`config.mk`:
```
export PLATFORM = sky130hd
export DESIGN_NAME = minmax_window_ctrl_flat
export DESIGN_NICKNAME = d
export VERILOG_FILES = /design/src/rtl/minmax_window_ctrl_pkg.sv /design/src/rtl/minmax_window_ctrl_if.sv /design/src/rtl/minmax_window_ctrl_update.sv /design/src/rtl/minmax_window_ctrl.sv /design/src/flat_wrapper.sv
export SDC_FILE = /design/constraint.sdc
export NUM_CORES = 1
export LEC_CHECK = 0
export CORE_ASPECT_RATIO = 1.1
export CORE_MARGIN = 2
export CORE_UTILIZATION = 55
export DETAILED_ROUTE_END_ITERATION = 16
export PLACE_DENSITY_LB_ADDON = 0.15
export SYNTH_ARGS = -nofsm -noshare
export SYNTH_HDL_FRONTEND = slang
export SYNTH_HIERARCHICAL = 1
export SYNTH_SLANG_ARGS = --single-unit
```
`constraint.sdc`:
```
create_clock -name clk -period 3.4 [get_ports clk]
set_input_delay 0.68 -clock clk [delete_from_list [all_inputs] [get_ports clk]]
set_output_delay 0.68 -clock clk [all_outputs]
set_load 0.02 [all_outputs]
```
`src/rtl/minmax_window_ctrl_pkg.sv`:
```
// Shared types and default widths for the windowed min/max controller.
package minmax_window_ctrl_pkg;

   localparam int WIDTH_DEF = 32;
   localparam int CNT_W_DEF = 8;

   typedef enum logic [1:0] {
      ST_IDLE  = 2'd0,
      ST_FIRST = 2'd1,
      ST_ACCUM = 2'd2,
      ST_HOLD  = 2'd3
   } state_t;

endpackage

```
`src/rtl/minmax_window_ctrl_if.sv`:
```
// Sample-in / result-out handshake bundle between source, controller and consumer.
interface minmax_window_ctrl_if
   import minmax_window_ctrl_pkg::*;
#(
   parameter int WIDTH = WIDTH_DEF,
   parameter int CNT_W = CNT_W_DEF
);
   logic             start;
   logic [CNT_W-1:0] win_len;
   logic             signed_mode;
   logic             in_valid;
   logic [WIDTH-1:0] in_data;
   logic             in_ready;
   logic             out_valid;
   logic             out_ready;
   logic [WIDTH-1:0] min_out;
   logic [WIDTH-1:0] max_out;
   logic             busy;
   logic             err;

   modport master (
      output start, win_len, signed_mode, in_valid, in_data, out_ready,
      input  in_ready, out_valid, min_out, max_out, busy, err
   );

   modport slave (
      input  start, win_len, signed_mode, in_valid, in_data, out_ready,
      output in_ready, out_valid, min_out, max_out, busy, err
   );
endinterface

```
`src/rtl/minmax_window_ctrl_update.sv`:
```
// Combinational min/max update of one sample against the running extremes.
module minmax_update
   import minmax_window_ctrl_pkg::*;
#(
   parameter int WIDTH = WIDTH_DEF
) (
   input  logic [WIDTH-1:0] i_sample,
   input  logic [WIDTH-1:0] i_cur_min,
   input  logic [WIDTH-1:0] i_cur_max,
   input  logic             i_signed,
   output logic [WIDTH-1:0] o_nxt_min,
   output logic [WIDTH-1:0] o_nxt_max
);
   logic w_lt_min;
   logic w_gt_max;

   // strict compares so equal samples leave the extremes untouched
   always_comb begin
      if (i_signed) begin
         w_lt_min = $signed(i_sample) < $signed(i_cur_min);
         w_gt_max = $signed(i_sample) > $signed(i_cur_max);
      end else begin
         w_lt_min = i_sample < i_cur_min;
         w_gt_max = i_sample > i_cur_max;
      end
   end

   assign o_nxt_min = w_lt_min ? i_sample : i_cur_min;
   assign o_nxt_max = w_gt_max ? i_sample : i_cur_max;
endmodule

```
`src/rtl/minmax_window_ctrl.sv`:
```
// Windowed min/max controller: accepts win_len samples, then holds the result
// until the consumer takes it.
//
//   state    | meaning
//   ST_IDLE  | waiting for start, last result still visible
//   ST_FIRST | waiting for first sample, which seeds min and max
//   ST_ACCUM | folding further samples into min/max
//   ST_HOLD  | result valid, waiting for out_ready
module minmax_window_ctrl
   import minmax_window_ctrl_pkg::*;
#(
   parameter int WIDTH = WIDTH_DEF,
   parameter int CNT_W = CNT_W_DEF
) (
   input  logic                 clk,
   input  logic                 rst_n,
   minmax_window_ctrl_if.slave  bus
);
   state_t           r_state;
   state_t           w_state_nxt;
   logic [CNT_W-1:0] r_len;
   logic [CNT_W-1:0] r_cnt;
   logic             r_signed;
   logic [WIDTH-1:0] r_min;
   logic [WIDTH-1:0] r_max;
   logic             r_err;

   logic             w_in_ready;
   logic             w_out_valid;
   logic             w_busy;
   logic             w_accept;
   logic             w_start_ok;
   logic             w_start_bad;
   logic [CNT_W-1:0] w_cnt_inc;
   logic [WIDTH-1:0] w_nxt_min;
   logic [WIDTH-1:0] w_nxt_max;

   assign w_accept    = bus.in_valid & w_in_ready;
   assign w_start_ok  = (r_state == ST_IDLE) & bus.start & (bus.win_len != '0);
   assign w_start_bad = (r_state == ST_IDLE) & bus.start & (bus.win_len == '0);
   assign w_cnt_inc   = r_cnt + CNT_W'(1);

   minmax_update #(.WIDTH(WIDTH)) u_update (
      .i_sample  (bus.in_data),
      .i_cur_min (r_min),
      .i_cur_max (r_max),
      .i_signed  (r_signed),
      .o_nxt_min (w_nxt_min),
      .o_nxt_max (w_nxt_max)
   );

   always_ff @(posedge clk or negedge rst_n) begin
      if (!rst_n) begin
         r_state <= ST_IDLE;
      end else begin
         r_state <= w_state_nxt;
      end
   end

   always_comb begin
      w_state_nxt = r_state;
      w_in_ready  = 1'b0;
      w_out_valid = 1'b0;
      w_busy      = 1'b1;
      case (r_state)
         ST_IDLE: begin
            w_busy = 1'b0;
            if (w_start_ok) w_state_nxt = ST_FIRST;
         end
         ST_FIRST: begin
            w_in_ready = 1'b1;
            if (bus.in_valid) begin
               w_state_nxt = (r_len == CNT_W'(1)) ? ST_HOLD : ST_ACCUM;
            end
         end
         ST_ACCUM: begin
            w_in_ready = 1'b1;
            if (bus.in_valid && (w_cnt_inc == r_len)) w_state_nxt = ST_HOLD;
         end
         ST_HOLD: begin
            w_out_valid = 1'b1;
            if (bus.out_ready) w_state_nxt = ST_IDLE;
         end
         default: w_state_nxt = ST_IDLE;
      endcase
   end

   always_ff @(posedge clk or negedge rst_n) begin
      if (!rst_n) begin
         r_len    <= '0;
         r_cnt    <= '0;
         r_signed <= 1'b0;
         r_min    <= '0;
         r_max    <= '0;
         r_err    <= 1'b0;
      end else begin
         r_err <= w_start_bad;
         if (w_start_ok) begin
            r_len    <= bus.win_len;
            r_signed <= bus.signed_mode;
         end
         if (w_accept) begin
            if (r_state == ST_FIRST) begin
               r_min <= bus.in_data;
               r_max <= bus.in_data;
               r_cnt <= CNT_W'(1);
            end else begin
               r_min <= w_nxt_min;
               r_max <= w_nxt_max;
               r_cnt <= w_cnt_inc;
            end
         end
      end
   end

   assign bus.in_ready  = w_in_ready;
   assign bus.out_valid = w_out_valid;
   assign bus.busy      = w_busy;
   assign bus.err       = r_err;
   assign bus.min_out   = r_min;
   assign bus.max_out   = r_max;
endmodule

```
`src/flat_wrapper.sv`:
```
// flat-port wrapper written by rule: the top's interface ports become plain ports
module minmax_window_ctrl_flat import minmax_window_ctrl_pkg::*;
#(
   parameter int WIDTH = WIDTH_DEF,
   parameter int CNT_W = CNT_W_DEF
)
  (clk, rst_n, bus_start, bus_win_len, bus_signed_mode, bus_in_valid, bus_in_data, bus_out_ready, bus_in_ready, bus_out_valid, bus_min_out, bus_max_out, bus_busy, bus_err);
  minmax_window_ctrl_if #(.WIDTH(WIDTH), .CNT_W(CNT_W)) bus_i ();
  input  logic clk;
  input  logic rst_n;
  input wire logic [$bits(bus_i.start)-1:0] bus_start;
  input wire logic [$bits(bus_i.win_len)-1:0] bus_win_len;
  input wire logic [$bits(bus_i.signed_mode)-1:0] bus_signed_mode;
  input wire logic [$bits(bus_i.in_valid)-1:0] bus_in_valid;
  input wire logic [$bits(bus_i.in_data)-1:0] bus_in_data;
  input wire logic [$bits(bus_i.out_ready)-1:0] bus_out_ready;
  output wire logic [$bits(bus_i.in_ready)-1:0] bus_in_ready;
  output wire logic [$bits(bus_i.out_valid)-1:0] bus_out_valid;
  output wire logic [$bits(bus_i.min_out)-1:0] bus_min_out;
  output wire logic [$bits(bus_i.max_out)-1:0] bus_max_out;
  output wire logic [$bits(bus_i.busy)-1:0] bus_busy;
  output wire logic [$bits(bus_i.err)-1:0] bus_err;
  assign bus_i.start = bus_start;
  assign bus_i.win_len = bus_win_len;
  assign bus_i.signed_mode = bus_signed_mode;
  assign bus_i.in_valid = bus_in_valid;
  assign bus_i.in_data = bus_in_data;
  assign bus_i.out_ready = bus_out_ready;
  assign bus_in_ready = bus_i.in_ready;
  assign bus_out_valid = bus_i.out_valid;
  assign bus_min_out = bus_i.min_out;
  assign bus_max_out = bus_i.max_out;
  assign bus_busy = bus_i.busy;
  assign bus_err = bus_i.err;
  minmax_window_ctrl #(.WIDTH(WIDTH), .CNT_W(CNT_W)) u_core (.clk(clk), .rst_n(rst_n), .bus(bus_i));
endmodule
```
; Yosys cells after proc, flatten, opt, wreduce, memory -nomap -nowiden
; Index checks and enable logic that the tools add are counted.
[word_totals]
ff_bits = 84
in_bits = 46
output_inout_bits = 68
wordCells = 51
[op_classes]
addsub = 1
magnitude_cmp = 4
eq_ne = 9
mux = 16
bitwise = 4
n_reduce_logical = 10
[ops]
columns = op, n
row1 = 32-bit 2-to-1 mux, 4
row2 = 32-bit greater-than comparator, 2
row3 = 32-bit less-than comparator, 2
row4 = "8-bit by 1-bit adder with 8-bit output, second input constant", 1
row5 = "8-bit by 1-bit equality test with 1-bit output, second input constant", 1
row6 = 8-bit equality test, 1
row7 = 8-bit logical NOT, 1
row8 = 2-bit 2-to-1 mux, 4
row9 = 8-bit 2-to-1 mux, 1
row10 = 2-bit case mux with 4 select lines, 1
row11 = 8-bit nonzero test, 1
row12 = 1-bit 2-to-1 mux, 6
row13 = 1-bit AND, 4
row14 = "2-bit equality test, second input constant", 2
row15 = "2-bit by 1-bit inequality test with 1-bit output, second input constant", 2
row16 = "2-bit inequality test, second input constant", 2
row17 = 2-bit AND reduction, 2
row18 = 4-bit AND reduction, 1
row19 = 2-bit nonzero test, 2
row20 = "2-bit by 1-bit equality test with 1-bit output, second input constant", 1
row21 = 2-bit logical NOT, 1
row22 = 2-bit OR reduction, 1
row23 = 1-bit logical AND, 1

; Longest topological paths before layout
; Gate-level depths: netlist (run 1).
[logic_depth]
word_depth = 5
ltp_mapped = 12
mapped_depth_nobuf = 10

; Hierarchy
; The synthesis (run 1) kept the hierarchy.
[by_module_without_submodules]
columns = module, n_inst, cells_per_inst, area_each_um2, seq_area_each_um2
row1 = minmax_window_ctrl, 1, 414, 4180.3, 2102.0
row2 = minmax_update, 1, 383, 2914.0, 0.0

; Least setup slack after synthesis (run 1)
; OpenSTA, ideal clock, no wires.
[synth_path]
path_kind = input-to-reg
start = input port bus_in_data[29]
end = register u_core.r_max[10], in the netlist u_core/bus.max_out[10]
setup_ns = 0.133
t_arrival_ns = 2.867
required_ns = 3.267
setup_slack_ns = 0.400
cell_stages = 10
path_buffers = 1
cell_sequence = ha_1 > a21o_1 > a21o_1 > a21oi_1 > o211a_2 > mux2i_1 > clkbuf_1 > o32ai_2 > mux2i_1 > o21ai_0
[synth_via]
elab_chain_len = 4
elab_cells_between_ends = 5
cone_classes = order compare: 2 / mux: 1 / reduce/logical: 2
[synth_rtl]
columns = element, line_no
row1 = "start, declared", flat_wrapper.sv:15  ; input wire logic [$bits(bus_i.in_data)-1:0] bus_in_data;
row2 = "32-bit greater-than comparator, on equally long branches", "minmax_window_ctrl_update.sv:24, minmax_window_ctrl_update.sv:21"
row3 = 1-bit 2-to-1 mux (*), minmax_window_ctrl_update.sv:19  ; if (i_signed) begin
row4 = 2-bit nonzero test (no source line) (*), --
row5 = 2-bit AND reduction (no source line) (*), --
row6 = "end signal, assigned", minmax_window_ctrl.sv:105  ; r_max <= bus.in_data;
row7 = "end signal, assigned", minmax_window_ctrl.sv:109  ; r_max <= w_nxt_max;
row8 = "end, declared", minmax_window_ctrl.sv:25  ; logic [WIDTH-1:0] r_max;
; Every way passes the cells marked *; elsewhere a longest branch is shown, timed or not.
; A chain may end at the register's enable or synchronous reset.

; Final worst setup path (run 1)
[layout_path]
start = input port bus_in_data[27]
end = register u_core.r_min[16], in the netlist u_core/bus.min_out[16]
[layout_via]
elab_chain_len = 4
elab_cells_between_ends = 5
cone_classes = order compare: 2 / mux: 1 / reduce/logical: 2
[layout_rtl]
columns = element, line_no
row1 = "32-bit less-than comparator, on equally long branches", "minmax_window_ctrl_update.sv:23, minmax_window_ctrl_update.sv:20"
row2 = 1-bit 2-to-1 mux (*), minmax_window_ctrl_update.sv:19
row3 = 2-bit nonzero test (no source line) (*), --
row4 = 2-bit AND reduction (no source line) (*), --
row5 = "end signal, assigned", minmax_window_ctrl.sv:104  ; r_min <= bus.in_data;
row6 = "end signal, assigned", minmax_window_ctrl.sv:108  ; r_min <= w_nxt_min;
row7 = "end, declared", minmax_window_ctrl.sv:24  ; logic [WIDTH-1:0] r_min;
; Marked as above.

==> out/qor.csv, run 1 <==
metric,value,unit
firstDrtPassIters,7,
finalHoldViolCount,0,
yosys-top-cells-area,"dfrtp_1, ha_1, mux2i_1, o21ai_0, o32ai_2",
cp.required,3.59,ns
core,0.01259,mm^2
path_cells,"clkdlybuf4s50_1, buf_4, ha_1, nand4_1, nor4_2, buf_4, nand2_1, a31oi_1, o22ai_2, buf_6, buf_12, mux2_1, mux2i_1, o21ai_0",
antenna_found_initial,0,
total_power,9.369,mW
grt_pass1_wl,33040,um
synth_top_area_cell,dfrtp_1,
drt_iter0_markers,431,
synth_nets,912,
start_util,56.35,%
avgRoutedWirePerCell,18.38,um
setup_violations,0,
cts_buffers,9,
cts-root-buf,clkbuf_16,
switching_share,45.06,%
placed_area,0.008861,mm^2
synth_edf_count,0,
slew_violations,0,
status,"finished, final reports clean",
reg2reg_to,u_core/bus.max_out[11],
slew_headroom,40.89,%
path_delay_family,buffers and inverters,
reg2reg_slack,0.46,ns
num-fill-cells,914,
ys_ff_latch,84,
portBuffers,113,
critPathMaxStageDelay,0.44,ns
hold_ws,0.3247,ns
pwr-share-comb,66.2,%
die_y,123.1,um
insertion_delay,0.35,ns
critPathMostFrequentCell,buf_4,
drc,0,
crit_path_end_kind,register,
dp_hpwl,14490,um
nets,1059,
pin_count,114,
syn-mean-instance-area,8.901,um^2
fin_crit_sh,97.28,%
antenna_cells,0,
seqPwrFrac,21.3,%
yosysSeqAreaShare,29.63,%
grt_pass1_vias,6843,
reg2reg_from,u_core/bus.max_out[27],
finalSetupTns,0,ns
viasPerCell,6.040,
finalInstanceArea,0.009321,mm^2
p_per_area,1005,mW/mm^2
hold_class,in2async,
synth_top_area_share,29.63,%
drive_gt1_share,18.02,%
die_x,112.3,um
intPower,5.147,mW
rows,43,
clock_sinks,84,
syn-cell-area,0.007094,mm^2
r2r_cells,11,
track_usage,29.39,%
syn_to_final_growth,31.39,%
cap_violations,0,
synth.distinct_cells,58,
final.setup_skew,0.009387,ns
slowest_stage,clkdlybuf4s50_1,
dieArea,0.01382,mm^2
startpoint_type,input port,
grt_max_degree,75,
cts_hold_buf,0,
ys_warn_count,6,
crit_fanout,10,
ys_async_sr_fraction,100.0,%
antenna_left,0,
synthFlopType,dfrtp_1,
syn_inst,797,
clk_pin_slew,0.07,ns
p_clk_share,12.5,%
cts_tree,yes,
worst_slew_pin_slew,0.8866,ns
post-route-min-period,3.308,ns
vias,6680,
switchingPower,4.222,mW
htree_levels,3,
leakagePower,4.142,nW
gp_congestion,0.8852,
cts.path.max_buffers,2,
path_buf_inv,5,
max-vdd-ir-drop,1.189,mV
criticalPathCategory,in2reg,
max_freq,0.3023,GHz
overflow,0,
totalWireLength,20330,um
critPathArrivalTime,3.50,ns
## placed cells by master, fill, tap and decap left out, drive strengths merged, types with 2 or more instances in the layout
master         instances
nand2                124
o21ai                113
clkdlybuf4s50        110
dfrtp                 84
inv                   74
buf                   74
ha                    69
mux2i                 65
mux2                  41
a21oi                 33
o32ai                 32
nand4                 15
nor2                  12
nor3                  11
clkbuf                11
nand3                  7
a21o                   6
xnor2                  5
nor4                   5
o211ai                 4
o22ai                  4
bufinv                 3
a31oi                  3
nand2b                 3
nor3b                  3
a21boi                 3
and4                   3
dlymetal6s2s           2
and2                   2
a211o                  2
xor2                   2
nor2b                  2
clkinv                 2
or3                    2
a211oi                 2
## area by class of cell
class                           instances  area (um^2)  area share (%)
Sequential cell                        84         2102           22.55
Timing Repair Buffer                  187         1831           19.64
Inverter                               74        277.8           2.980
Clock buffer                           10        239.0           2.564
Tap cell                              157        196.4           2.107
Multi-Input combinational cell        588         4564           48.97
Clock inverter                          6        111.4           1.195
## metal layers
metal	global-route usage (%)	up-vias	wire length (um)
met5	0	-	0
met1	37.08	3243	8569
met2	50.64	238	10200
met4	11.51	0	497
li1	-	3153	-
met3	5.000	46	1068
## flip-flops by register name, indices dropped and copies added (netlist names)
register and flops:
u_core/r_signed 1, u_core/bus.max_out 32, u_core/bus.err 1, u_core/r_len 8
u_core/r_cnt 8, u_core/r_state 2, u_core/bus.min_out 32
## worst reg2reg max path: stages (launching register included)
cell,delay [ns]
dfrtp_1,0.41
inv_1,0.07
ha_1,0.30
nand4_1,0.21
or4_4,0.59
or3_4,0.44
nand2_4,0.11
buf_12,0.15
o21ai_0,0.11
o32ai_2,0.13
mux2i_1,0.11
o21ai_0,0.22
## synthesized netlist by cell type (2+ instances only)
cell / n
a211o_1: 2
a211oi_1: 2
a21boi_0: 2
a21o_1: 6
a21oi_1: 33
a31oi_1: 3
and2_1: 2
and4_1: 2
buf_1: 5
buf_2: 7
buf_4: 5
buf_6: 5
clkbuf_1: 29
dfrtp_1: 84
ha_1: 69
inv_1: 74
mux2_1: 10
mux2_2: 30
mux2i_1: 65
nand2_1: 123
nand2b_1: 3
nand3_1: 7
nand4_1: 15
nor2_1: 11
nor2b_1: 2
nor3_1: 11
nor3b_1: 2
nor4_1: 5
o211ai_1: 4
o21ai_0: 111
o21ai_1: 2
o22ai_1: 4
o32ai_1: 2
o32ai_2: 30
or3_1: 2
xnor2_1: 5
xor2_1: 2
## cell families after synthesis
logic type,synth area share (%)
flops,29.63
xor+xnor,0.8642
fa+ha+maj,12.17
mux,15.73
simple gates,12.52
compound gates,21.55
buf+inv,7.531
## worst max-delay path by stage
stage	start	to	slack (ns)	cells after the start
after floorplan	bus_in_data[29]	u_core/bus.max_out[10]	0.40	10
after global placement	bus_in_data[27]	u_core/bus.max_out[26]	-0.17	11
after detailed placement	bus_in_data[26]	u_core/bus.min_out[30]	-0.30	13
after CTS	bus_in_data[26]	u_core/bus.min_out[30]	0.03	13
after global routing	bus_in_data[27]	u_core/bus.min_out[29]	-0.01	14
final	bus_in_data[27]	u_core/bus.min_out[16]	0.09	14
## power by group through the flow
stage,registers [mW],logic (mW),clock network [mW]
finish,2.00,6.20,1.17
global route,2.08,6.72,1.23
CTS,1.99,5.99,1.19
detailed placement,2.00,5.96,0
global placement,1.96,5.68,0
floorplan,2.23,3.61,0
## timing repair
item                                    CTS  global route
buffers inserted                          0             1
gates resized for setup                   0            17
endpoints found under the setup margin    0            62
## per-stage QoR
| stage | std cells | setup WS (ns) | utilization (%) |
|---|---|---|---|
| finish | 1106 | 0.09238 | 74.04 |
| global route | 1106 | -0.01477 | 74.04 |
| global placement | 1088 | -0.1702 | 70.38 |
| CTS | 1104 | 0.02577 | 73.17 |
| floorplan | 797 | 0.4004 | - |
| detailed placement | 1088 | -0.3025 | 70.38 |
No activity file was read; power rests on OpenSTA's default activity.
==> run 2, diff against run 1 <==
--- a/config.mk
+++ b/config.mk
@@ -10,6 +10,7 @@
 export CORE_UTILIZATION = 55
 export DETAILED_ROUTE_END_ITERATION = 16
 export PLACE_DENSITY_LB_ADDON = 0.15
+export REMOVE_ABC_BUFFERS = 1
 export SYNTH_ARGS = -nofsm -noshare
 export SYNTH_HDL_FRONTEND = slang
 export SYNTH_HIERARCHICAL = 1
==> out/qor.csv, run 2 (synthesized netlist as in run 1, its figures left out) <==
metric,value,unit,change
final.setup_skew,0.007155,ns,was 0.009387 ns
drc,0,,unchanged
worst_slew_pin_slew,0.9183,ns,was 0.8866 ns
num-fill-cells,951,,was 914
grt_pass1_vias,6832,,"was 6,843"
cap_violations,0,,unchanged
criticalPathCategory,in2reg,,unchanged
antenna_left,0,,unchanged
htree_levels,3,,unchanged
reg2reg_slack,0.44,ns,was 0.46 ns
cts_buffers,9,,unchanged
max_freq,0.3025,GHz,was 0.3023 GHz
clock_sinks,84,,unchanged
cts.path.max_buffers,2,,unchanged
overflow,0,,unchanged
placed_area,0.008848,mm^2,was 0.008861 mm^2
fin_crit_sh,97.22,%,was 97.28%
grt_max_degree,74,,was 75
setup_violations,0,,unchanged
firstDrtPassIters,7,,unchanged
core,0.01259,mm^2,unchanged
cts-root-buf,clkbuf_16,,unchanged
r2r_cells,11,,unchanged
status,"finished, final reports clean",,unchanged
hold_ws,0.2956,ns,was 0.3247 ns
antenna_cells,0,,unchanged
grt_pass1_wl,32930,um,"was 33,040 um"
post-route-min-period,3.305,ns,was 3.308 ns
crit_end,u_core/bus.min_out[24],,was u_core/bus.min_out[16]
max-vdd-ir-drop,0.8831,mV,was 1.189 mV
fin_util,73.47,%,was 74.04%
p_per_area,997.4,mW/mm^2,was 1005 mW/mm^2
cts_tree,yes,,unchanged
die_y,123.1,um,unchanged
cp-startpoint,bus_in_data[9],,was bus_in_data[27]
slowest_stage,clkdlybuf4s50_1,,unchanged
syn_to_final_growth,30.39,%,was 31.39%
finalInstanceArea,0.009250,mm^2,was 0.009321 mm^2
vias,6738,,"was 6,680"
crit_fanout,18,,was 10
path_cells,"clkdlybuf4s50_1, buf_4, ha_1, a21oi_1, o21ai_0, a21oi_1, a31oi_1, buf_4, o22ai_4, buf_12, mux2_2, mux2i_1, o21ai_0",,"was clkdlybuf4s50_1, buf_4, ha_1, nand4_1, nor4_2, buf_4, nand2_1, a31oi_1, o22ai_2, buf_6, buf_12, mux2_1, mux2i_1, o21ai_0"
startpoint_type,input port,,unchanged
reg2reg_to,u_core/bus.max_out[25],,was u_core/bus.max_out[11]
clk_pin_slew,0.06,ns,was 0.07 ns
pin_count,114,,unchanged
portBuffers,113,,unchanged
finalSetupTns,0,ns,unchanged
insertion_delay,0.35,ns,about the same
drt_iter0_markers,518,,was 431
track_usage,29.65,%,was 29.39%
dieArea,0.01382,mm^2,unchanged
start_util,56.35,%,unchanged
drive_gt1_share,17.70,%,was 18.02%
rows,43,,unchanged
cp.required,3.61,ns,was 3.59 ns
totalWireLength,20440,um,"was 20,330 um"
slew_headroom,38.78,%,was 40.89%
finalHoldViolCount,0,,unchanged
leakagePower,4.136,nW,was 4.142 nW
antenna_found_initial,0,,unchanged
critPathArrivalTime,3.52,ns,was 3.50 ns
die_x,112.3,um,unchanged
layout_commonest_cell,nand2_1,,unchanged
avgRoutedWirePerCell,18.48,um,was 18.38 um
viasPerCell,6.092,,was 6.040
critPathMaxStageDelay,0.42,ns,was 0.44 ns
nets,1059,,unchanged
reg2reg_from,u_core/bus.max_out[25],,was u_core/bus.max_out[27]
gp_congestion,0.8409,,was 0.8852
hold_class,in2async,,unchanged
crit_path_end_kind,register,,unchanged
slew_violations,0,,unchanged
layout_common_cells,"nand2_1, o21ai_0, clkdlybuf4s50_1",,"was nand2_1, clkdlybuf4s50_1, o21ai_0"
dp_hpwl,14270,um,"was 14,490 um"
run 2: cell types whose count changed in the layout (fill, tap and decap cells not counted), moves of 2 or more:
| cell | change |
|---|---|
| clkdlybuf4s50_1 | -3 |
| dlymetal6s2s_1 | +3 |
| buf_4 | +2 |
| bufinv_16 | -2 |
run 2: area by class of cell:
| type | count | area (um^2) | area share, % |
|---|---|---|---|
| Inverter | 74 | 277.8 | 3.003 |
| Timing Repair Buffer | 186 | 1802 | 19.48 |
| Tap cell | 157 | 196.4 | 2.124 |
| Clock buffer | 11 | 242.7 | 2.624 |
| Sequential cell | 84 | 2102 | 22.72 |
| Multi-Input combinational cell | 589 | 4571 | 49.41 |
| Clock inverter | 5 | 58.81 | 0.6357 |
run 2: where the power goes:
part / total (mW) / internal [mW] / switching, mW
Sequential: 2.00 / 1.46 / 0.541
Combinational: 6.19 / 2.91 / 3.27
Clock: 1.04 / 0.592 / 0.445
Total: 9.23 / 4.97 / 4.26
run 2: what timing repair did:
item                                    4_1_cts  5_1_grt
gates resized for setup                       3       12
endpoints found under the setup margin        5       43
hold buffers                                  0        0
gates cloned                                  1        0
pin swaps                                     0        4
setup buffers                                 0        2
run 2: per-stage QoR:
stage                     total power [mW]  setup WS [ns]  cells
after global placement               7.711        -0.3455   1087
after detailed placement             8.021        -0.4547   1087
final                                9.226        0.09469   1106
after CTS                            9.131        0.03632   1104
after floorplan                      5.787         -1.595    746
after global routing                 9.844      -0.001299   1106
run 2: worst min path at each step:
stage	startpoint	to	slack [ns]	depth (start not counted)
finish	rst_n	u_core/r_state[1]	0.30	1
global route	rst_n	u_core/r_len[5]	0.33	1
CTS	rst_n	u_core/r_state[1]	0.31	1
detailed placement	u_core/bus.min_out[4]	u_core/bus.min_out[4]	0.52	2
global placement	u_core/bus.min_out[28]	u_core/bus.min_out[28]	0.50	2
floorplan	rst_n	u_core/bus.err	0.38	0
run 2: critical path, delay by kind of cell:
family          cells  cell delay [ns]
fa+ha+maj           1             0.31
compound gates      6             1.06
mux                 2             0.50
buf+inv             4             0.96
run 2: metal layers:
| layer | share of wire (%) | GRT usage (%) | up-vias |
|---|---|---|---|
| met5 | 0 | 0 | - |
| met3 | 6.6 | 5.833 | 38 |
| li1 | - | - | 3154 |
| met1 | 40 | 35.40 | 3278 |
| met4 | 2.1 | 10.75 | 0 |
| met2 | 51 | 53.35 | 268 |
